[config.mk]
export PLATFORM = sky130hd
export DESIGN_NAME = simon_round_ctrl
export DESIGN_NICKNAME = d
export VERILOG_FILES = /design/src/rtl/simon_round_ctrl.sv
export SDC_FILE = /design/constraint.sdc
export NUM_CORES = 1
export LEC_CHECK = 0
export BUFFER_PORTS_ARGS = -buffer_cell sky130_fd_sc_hd__buf_2
export CAP_MARGIN = 0
export CORE_MARGIN = 2
export CORE_UTILIZATION = 50
export CTS_BUF_LIST = sky130_fd_sc_hd__clkbuf_4
export CTS_CLUSTER_SIZE = 30
export DETAILED_ROUTE_END_ITERATION = 6
export PLACE_DENSITY = 0.72
export SLEW_MARGIN = 5
export SYNTH_ARGS = -nofsm -noshare
export SYNTH_HDL_FRONTEND = slang
export SYNTH_SLANG_ARGS = --single-unit
[constraint.sdc]
create_clock -name clk -period 2.5 [get_ports clk]
set_clock_uncertainty 0.1 [all_clocks]
set_input_delay 0.125 -clock clk [delete_from_list [all_inputs] [get_ports clk]]
set_output_delay 0.125 -clock clk [all_outputs]
set_load 0.01 [all_outputs]
[src/rtl/simon_round_ctrl.sv]
// Simon-style round controller: shows a growing color sequence, then checks the player's presses.
// Optional player-input timeout is enabled by defining SIMON_TIMEOUT_EN.
module simon_round_ctrl #(
  parameter int unsigned SHOW_CYCLES    = 4,
  parameter int unsigned GAP_CYCLES     = 2,
  parameter int unsigned TIMEOUT_CYCLES = 16
) (
  input  logic        clk,
  input  logic        reset,
  input  logic        start,
  input  logic [15:0] pattern_in,
  input  logic        btn_valid,
  input  logic [1:0]  btn_color,
  output logic        led_on,
  output logic [1:0]  led_color,
  output logic        busy,
  output logic        win,
  output logic        lose,
  output logic [3:0]  round
);

  localparam int unsigned PAT_W    = 16;
  localparam int unsigned RND_W    = 4;
  localparam int unsigned MAX_RND  = 8;
  localparam int unsigned MAX_SG   = (SHOW_CYCLES > GAP_CYCLES) ? SHOW_CYCLES : GAP_CYCLES;
`ifdef SIMON_TIMEOUT_EN
  localparam int unsigned MAX_CNT  = (TIMEOUT_CYCLES > MAX_SG) ? TIMEOUT_CYCLES : MAX_SG;
`else
  // The timeout length deliberately contributes nothing to counter sizing here.
  localparam int unsigned MAX_CNT  = MAX_SG + 0 * TIMEOUT_CYCLES;
`endif
  localparam int unsigned CNT_W    = (MAX_CNT > 1) ? $clog2(MAX_CNT) : 1;

  localparam logic [CNT_W-1:0] SHOW_LAST = CNT_W'(SHOW_CYCLES - 1);
  localparam logic [CNT_W-1:0] GAP_LAST  = CNT_W'(GAP_CYCLES - 1);
`ifdef SIMON_TIMEOUT_EN
  localparam logic [CNT_W-1:0] TO_LAST   = CNT_W'(TIMEOUT_CYCLES - 1);
`endif
  localparam logic [RND_W-1:0] RND_LAST  = RND_W'(MAX_RND);

  typedef enum logic [2:0] {
    ST_IDLE,
    ST_SHOW_ON,
    ST_SHOW_GAP,
    ST_WAIT_IN,
    ST_WIN,
    ST_LOSE
  } state_e;

  state_e           state_q, state_d;
  logic [PAT_W-1:0] pattern_q, pattern_d;
  logic [PAT_W-1:0] work_q, work_d;
  logic [RND_W-1:0] index_q, index_d;
  logic [RND_W-1:0] round_q, round_d;
  logic [CNT_W-1:0] cnt_q, cnt_d;
  logic             led_on_q, led_on_d;
  logic [1:0]       led_color_q, led_color_d;
  logic             busy_q, busy_d;
  logic             win_q, win_d;
  logic             lose_q, lose_d;

  logic             last_step;

  assign last_step = ((index_q + RND_W'(1)) == round_q);

  // Next-state logic; outputs are derived from the next state so they line up with it.
  always_comb begin
    state_d   = state_q;
    pattern_d = pattern_q;
    work_d    = work_q;
    index_d   = index_q;
    round_d   = round_q;
    cnt_d     = cnt_q;

    case (state_q)
      ST_IDLE, ST_WIN, ST_LOSE: begin
        if (start) begin
          pattern_d = pattern_in;
          work_d    = pattern_in;
          round_d   = RND_W'(1);
          index_d   = '0;
          cnt_d     = '0;
          state_d   = ST_SHOW_ON;
        end
      end

      ST_SHOW_ON: begin
        if (cnt_q == SHOW_LAST) begin
          cnt_d   = '0;
          state_d = ST_SHOW_GAP;
        end else begin
          cnt_d = cnt_q + CNT_W'(1);
        end
      end

      ST_SHOW_GAP: begin
        if (cnt_q == GAP_LAST) begin
          cnt_d = '0;
          if (last_step) begin
            work_d  = pattern_q;
            index_d = '0;
            state_d = ST_WAIT_IN;
          end else begin
            work_d  = work_q >> 2;
            index_d = index_q + RND_W'(1);
            state_d = ST_SHOW_ON;
          end
        end else begin
          cnt_d = cnt_q + CNT_W'(1);
        end
      end

      ST_WAIT_IN: begin
        if (btn_valid) begin
          cnt_d = '0;
          if (btn_color == work_q[1:0]) begin
            if (!last_step) begin
              work_d  = work_q >> 2;
              index_d = index_q + RND_W'(1);
            end else if (round_q == RND_LAST) begin
              index_d = index_q + RND_W'(1);
              state_d = ST_WIN;
            end else begin
              round_d = round_q + RND_W'(1);
              work_d  = pattern_q;
              index_d = '0;
              state_d = ST_SHOW_ON;
            end
          end else begin
            state_d = ST_LOSE;
          end
        end
`ifdef SIMON_TIMEOUT_EN
        else if (cnt_q == TO_LAST) begin
          cnt_d   = '0;
          state_d = ST_LOSE;
        end else begin
          cnt_d = cnt_q + CNT_W'(1);
        end
`endif
      end

      default: begin
        cnt_d   = '0;
        state_d = ST_IDLE;
      end
    endcase

    led_on_d    = (state_d == ST_SHOW_ON);
    led_color_d = led_on_d ? work_d[1:0] : 2'b00;
    busy_d      = (state_d == ST_SHOW_ON) || (state_d == ST_SHOW_GAP) || (state_d == ST_WAIT_IN);
    win_d       = (state_d == ST_WIN);
    lose_d      = (state_d == ST_LOSE);
  end

  always_ff @(posedge clk) begin
    if (reset) begin
      state_q     <= ST_IDLE;
      pattern_q   <= '0;
      work_q      <= '0;
      index_q     <= '0;
      round_q     <= '0;
      cnt_q       <= '0;
      led_on_q    <= 1'b0;
      led_color_q <= 2'b00;
      busy_q      <= 1'b0;
      win_q       <= 1'b0;
      lose_q      <= 1'b0;
    end else begin
      state_q     <= state_d;
      pattern_q   <= pattern_d;
      work_q      <= work_d;
      index_q     <= index_d;
      round_q     <= round_d;
      cnt_q       <= cnt_d;
      led_on_q    <= led_on_d;
      led_color_q <= led_color_d;
      busy_q      <= busy_d;
      win_q       <= win_d;
      lose_q      <= lose_d;
    end
  end

  assign led_on    = led_on_q;
  assign led_color = led_color_q;
  assign busy      = busy_q;
  assign win       = win_q;
  assign lose      = lose_q;
  assign round     = round_q;

endmodule

Yosys cells after proc, flatten, opt, wreduce, memory -nomap -nowiden
Index checks and enable logic that the tools add are counted.
{"block": "totals", "regBits": 51, "latch_bits": 0, "ram_bits": 0, "romBits": 0, "input_bits": 22, "output_inout_bits": 10, "mem_count": 0}
{"block": "op_classes", "add_sub_neg": 3, "multipliers": 0, "div": 0, "magnitude_cmp": 0, "n_eq_ne": 22, "n_shift": 0, "n_mux": 36, "bitwise_logic": 1, "reduce_logical": 12}
{"operator": "two-way mux 16 bit", "count": 7}
{"operator": "two-way mux 4 bit", "count": 12}
{"operator": "one-hot mux 16 bit (3 select lines)", "count": 1}
{"operator": "two-way mux 3 bit", "count": 7}
{"operator": "== test 3 x 2 -> 1 bit, second input constant", "count": 4}
{"operator": "== test 3 bit, second input constant", "count": 4}
{"operator": "inequality test 2 bit, second input constant", "count": 6}
{"operator": "one-hot mux 3 bit (4 select lines)", "count": 1}
{"operator": "one-hot mux 4 bit (3 select lines)", "count": 1}
{"operator": "AND reduction 6 bit", "count": 2}
{"operator": "two-way mux 2 bit", "count": 5}
{"operator": "adder 4 x 1 -> 4 bit, second input constant", "count": 2}
{"operator": "one-hot mux 2 bit (4 select lines)", "count": 1}
{"operator": "one-hot mux 4 bit (2 select lines)", "count": 1}
{"operator": "== test 3 x 1 -> 1 bit, second input constant", "count": 2}
{"operator": "AND reduction 5 bit", "count": 1}
{"operator": "== test 4 bit", "count": 1}
{"operator": "== test 4 bit, second input constant", "count": 1}
{"operator": "AND reduction 2 bit", "count": 2}
{"operator": "logical NOT 3 bit", "count": 1}
{"operator": "inequality test 3 bit, second input constant", "count": 1}
{"operator": "nonzero test 3 bit", "count": 1}
{"operator": "OR reduction 3 bit", "count": 1}
{"operator": "adder 2 x 1 -> 2 bit, second input constant", "count": 1}
{"operator": "other kinds (7)", "count": 8}

Longest topological paths before layout
{"block": "logic_depth", "word_depth": 9, "depth_mapped": 8, "depth_no_buf": 8}

Least setup slack after synthesis
No wires, ideal clock.
{"block": "synth_timing", "path_type": "reg-to-reg", "from": "register round_q[2] (netlist: round[2])", "to": "register round_q[3] (netlist: round[3])", "t_arrival_ns": 2.007, "path_slack_ns": 0.274, "stages_incl_launch_ff": 7, "path_buffers": 0, "period_less_slack_ns": 2.226, "path_cell_list": "dfxtp_1 > xor3_1 > nor3_4 > nand2_2 > o41ai_4 > nand4_1 > mux2i_1"}
{"block": "synth_between", "elab_chain_len": 6, "elab_cells_between_ends": 11}
{"element": "from (decl)", "line_no": "54", "source": "logic [RND_W-1:0] round_q, round_d;"}
{"element": "from (signal assigned)", "line_no": "174", "source": "round_q <= round_d;"}
{"element": "adder 4 x 1 -> 4 bit", "line_no": "124", "source": "round_d = round_q + RND_W'(1);"}
{"element": "two-way mux 4 bit", "line_no": "120", "source": "end else if (round_q == RND_LAST) begin"}
{"element": "two-way mux 4 bit", "line_no": "117", "source": "if (!last_step) begin"}
{"element": "two-way mux 4 bit", "line_no": "116", "source": "if (btn_color == work_q[1:0]) begin"}
{"element": "two-way mux 4 bit", "line_no": "114", "source": "if (btn_valid) begin"}
{"element": "one-hot mux 4 bit (2 select lines)", "line_no": "75", "source": "case (state_q)"}
Parallel ways exist; a longest one is shown, timed or not. The select of a mux whose other input is x is not followed.
A chain may end at the register's enable or synchronous reset.

Worst setup path after layout
{"block": "layout_timing", "from": "register index_q[0]", "to": "register busy_q (netlist: busy)"}
{"block": "layout_between", "elab_chain_len": 9, "elab_cells_between_ends": 13}
{"element": "from (decl)", "line_no": "53", "source": "logic [RND_W-1:0] index_q, index_d;"}
{"element": "from (signal assigned)", "line_no": "173", "source": "index_q <= index_d;"}
{"element": "adder 4 x 1 -> 4 bit (*)", "line_no": "64", "source": "assign last_step = ((index_q + RND_W'(1)) == round_q);"}
{"element": "== test 4 bit (*)", "line_no": "64"}
{"element": "two-way mux 3 bit", "line_no": "117"}
{"element": "two-way mux 3 bit", "line_no": "116"}
{"element": "two-way mux 3 bit", "line_no": "114"}
{"element": "one-hot mux 3 bit (4 select lines) (*)", "line_no": "75"}
{"element": "== test 3 x 1 -> 1 bit / == test 3 x 2 -> 1 bit (equally long branches)", "line_no": "151", "source": "busy_d = (state_d == ST_SHOW_ON) || (state_d == ST_SHOW_GAP) || (state_d == ST_WAIT_IN);"}
{"element": "logical OR 1 bit", "line_no": "151"}
{"element": "logical OR 1 bit (*)", "line_no": "151"}
{"element": "to (signal assigned)", "line_no": "178", "source": "busy_q <= busy_d;"}
{"element": "to (decl)", "line_no": "58", "source": "logic busy_q, busy_d;"}
Mark *: on every way between the ends. The rest lies on a longest branch, timed or not.

==> results.json <==
{
  "dp_hpwl_um": 3780,
  "irDropWorstVdd_mv": 0.366,
  "grtUsageTotal_pct": 22.1,
  "yosysWarnings": 0,
  "max_freq_ghz": 0.423,
  "cts_tree": "done",
  "cellPowerDensity_nw_per_um2": 523,
  "setup_viol": 0,
  "cts_buffer_depth": 2,
  "port_buffers": 31,
  "grt_pass1_vias": 2049,
  "slew_viol_final": 0,
  "critPathRequiredTime_ns": 2.68,
  "crit_type": "reg2reg",
  "maxCapViolCount": 0,
  "relSlewSlack_pct": 57.4,
  "synth_cell_types": 48,
  "n_antenna_cell": 0,
  "period_needed_ns": 2.36,
  "synth_top_flop_cell": "dfxtp_1",
  "switching_share_pct": 25.2,
  "drive_above_1_share_pct": 18.5,
  "cp_max_fo": 5,
  "grt-ovfl-total": 0,
  "seqPwrFrac_pct": 57.1,
  "layout.nets": 369,
  "netlist_area_um2": 2410,
  "synth_most_common_cell": "nand2_1",
  "antenna_found_initial": 0,
  "fin_crit_sh_pct": 94.5,
  "dp.cells": 372,
  "grt_max_degree": 26,
  "io_pins": 32,
  "rows": 25,
  "drtPass1Iterations": 4,
  "syn-num-nets": 316,
  "p_int_mw": 1.15,
  "syn_inst": 288,
  "htreeDepth": 2,
  "combPwrFrac_pct": 13.0,
  "drcViolationCount": 0,
  "hp-class": "in2reg",
  "viasPerCell": 5.52,
  "fill_cells": 430,
  "synth_edf_count": 0,
  "die_w_um": 73.4,
  "synth_top_cell_by_area": "dfxtp_1",
  "power.share.clock_pct": 29.9,
  "netlist_top_cells_count": "nand2_1, dfxtp_1, a21oi_1, nor2_1, a31oi_1",
  "cp-end-kind": "register",
  "die-area_um2": 5390,
  "gp_congestion": 0.896,
  "drtIter0Drc": 159,
  "whs_ns": 0.0611,
  "tightest_slew_ns": 0.635,
  "clk_latency_ns": 0.37,
  "area_growth_pct": 21.7,
  "cts_buffers": 5,
  "synth.ff_latch_count": 51,
  "core_um2": 4690,
  "fin_tns_setup_ns": 0,
  "cts_sinks": 51,
  "arrival_ns": 2.54,
  "floorplan.initialDensity_pct": 51.3,
  "clockRootBuffer": "clkbuf_4",
  "final_area_um2": 2930,
  "postLayoutCoreUtil_pct": 62.5,
  "post_drt_wl_per_cell_um": 13.7,
  "cts.reportedPaths.clkPinSlew_ns": 0.15,
  "leakagePower_nw": 1.18,
  "synth_top_area_share_pct": 42.4,
  "async_flop_share_pct": 0,
  "vias": 2181,
  "dpl_cell_area_um2": 2680,
  "grt_pass1_wl_um": 9340,
  "r2r_slack_ns": 0.14,
  "avgSynthCellArea_um2": 8.36,
  "synthTopCellsByArea": "dfxtp_1, nand2_1, a21oi_1",
  "synth.yosys.seq_area_share_pct": 42.4,
  "switchingPower_mw": 0.386,
  "routed_wl_um": 5420,
  "status": "finished clean",
  "final_cells": 395,
  "drtAntennaViolNets": 0,
  "chipHeight_um": 73.4,
  "hold_viol": 0,
  "startpoint_type": "register"
}
-- critical path, cell delays in order, from the launching register on --
cell     delay [ns]
dfxtp_1        0.44
ha_1           0.25
xor3_1         0.29
nor3_4         0.29
a21oi_1        0.11
o31ai_1        0.39
o21ai_0        0.19
and3b_1        0.21
-- power groups by stage --
| stage | registers [mW] | logic, mW | clock network (mW) |
|---|---|---|---|
| after detailed placement | 0.892 | 0.179 | 0 |
| final | 0.875 | 0.200 | 0.459 |
| after floorplan | 0.888 | 0.118 | 0 |
| after global routing | 0.880 | 0.225 | 0.509 |
| after global placement | 0.891 | 0.176 | 0 |
| after CTS | 0.874 | 0.199 | 0.474 |
-- layer usage --
| metal | up-vias | track usage, % | routed length (um) |
|---|---|---|---|
| li1 | 1134 | - | - |
| met1 | 992 | 28.7 | 2480 |
| met2 | 45 | 36.5 | 2610 |
| met3 | 10 | 4.12 | 217 |
| met4 | 0 | 8.08 | 109 |
| met5 | - | 0 | 0 |
-- path summary, 6_finish.rpt --
kind | start | end | cells after the start
min | reset | cnt_q[1]$_SDFFE_PP0P_ | 2
min reg2reg | pattern_q[1]$_SDFFE_PP0P_ | pattern_q[1]$_SDFFE_PP0P_ | 2
max reg2reg | index_q[0]$_SDFFE_PP0P_ | busy$_SDFF_PP0_ | 7
max | index_q[0]$_SDFFE_PP0P_ | busy$_SDFF_PP0_ | 7
-- final cells by class --
type	instances	area (um2)	share of cell area (%)
clock buffer	5	37.5	1.28
clock inverter	2	37.5	1.28
inverter	10	37.5	1.28
multi-input combinational	214	1320	45.2
sequential	51	1020	34.8
tap	54	67.6	2.31
timing repair buffer	59	405	13.8
-- stage by stage --
stage | total power, mW | worst slack (ns)
2_1_floorplan | 1.01 | 0.274
3_3_place_gp | 1.07 | 0.187
3_5_place_dp | 1.07 | 0.121
4_1_cts | 1.55 | 0.0891
5_1_grt | 1.61 | -0.00637
6_report | 1.53 | 0.138
-- placed cells by master, fill, tap and decap left out, drive strengths merged, types with 4 or more instances in the layout --
cell type | netlist | routed
nor2b | 4 | 4
a31oi | 14 | 14
nand2 | 55 | 55
inv | 10 | 10
nor2 | 21 | 21
ha | 6 | 6
a22oi | 9 | 9
buf | 2 | 43
o21ai | 8 | 8
a21oi | 26 | 26
nand3 | 6 | 6
nor3 | 6 | 6
a21o | 6 | 6
clkbuf | 11 | 5
dlygate4sd3 | 0 | 16
dfxtp | 51 | 51
nand2b | 4 | 4
xnor2 | 6 | 6
-- sequential cells by signal, indices dropped and copies added, names as in the netlist --
name and count:
work_q 16, index_q 4, led_on 1, led_color 2, round 4, win 1
busy 1, state_q 3, lose 1, pattern_q 16, cnt_q 2
-- cells by family (layout without fill, tap and decap cells) --
family,Yosys count,count (layout),share of synthesized area (%)
compound gates,81,81,22.8
flops,51,51,42.4
xor+xnor,9,9,4.21
buf+inv,23,76,3.69
simple gates,116,116,23.0
mux,2,2,0.831
fa+ha+maj,6,6,3.12
-- timing repair --
| action | in CTS | in global routing |
|---|---|---|
| endpoints found under the hold margin | 30 | 0 |
| hold buffers | 16 | 0 |
| gates resized for setup | 0 | 3 |
| buffers inserted | 0 | 0 |
| endpoints found under the setup margin | 0 | 8 |
Note: power is estimated with default switching activity, not from simulation.
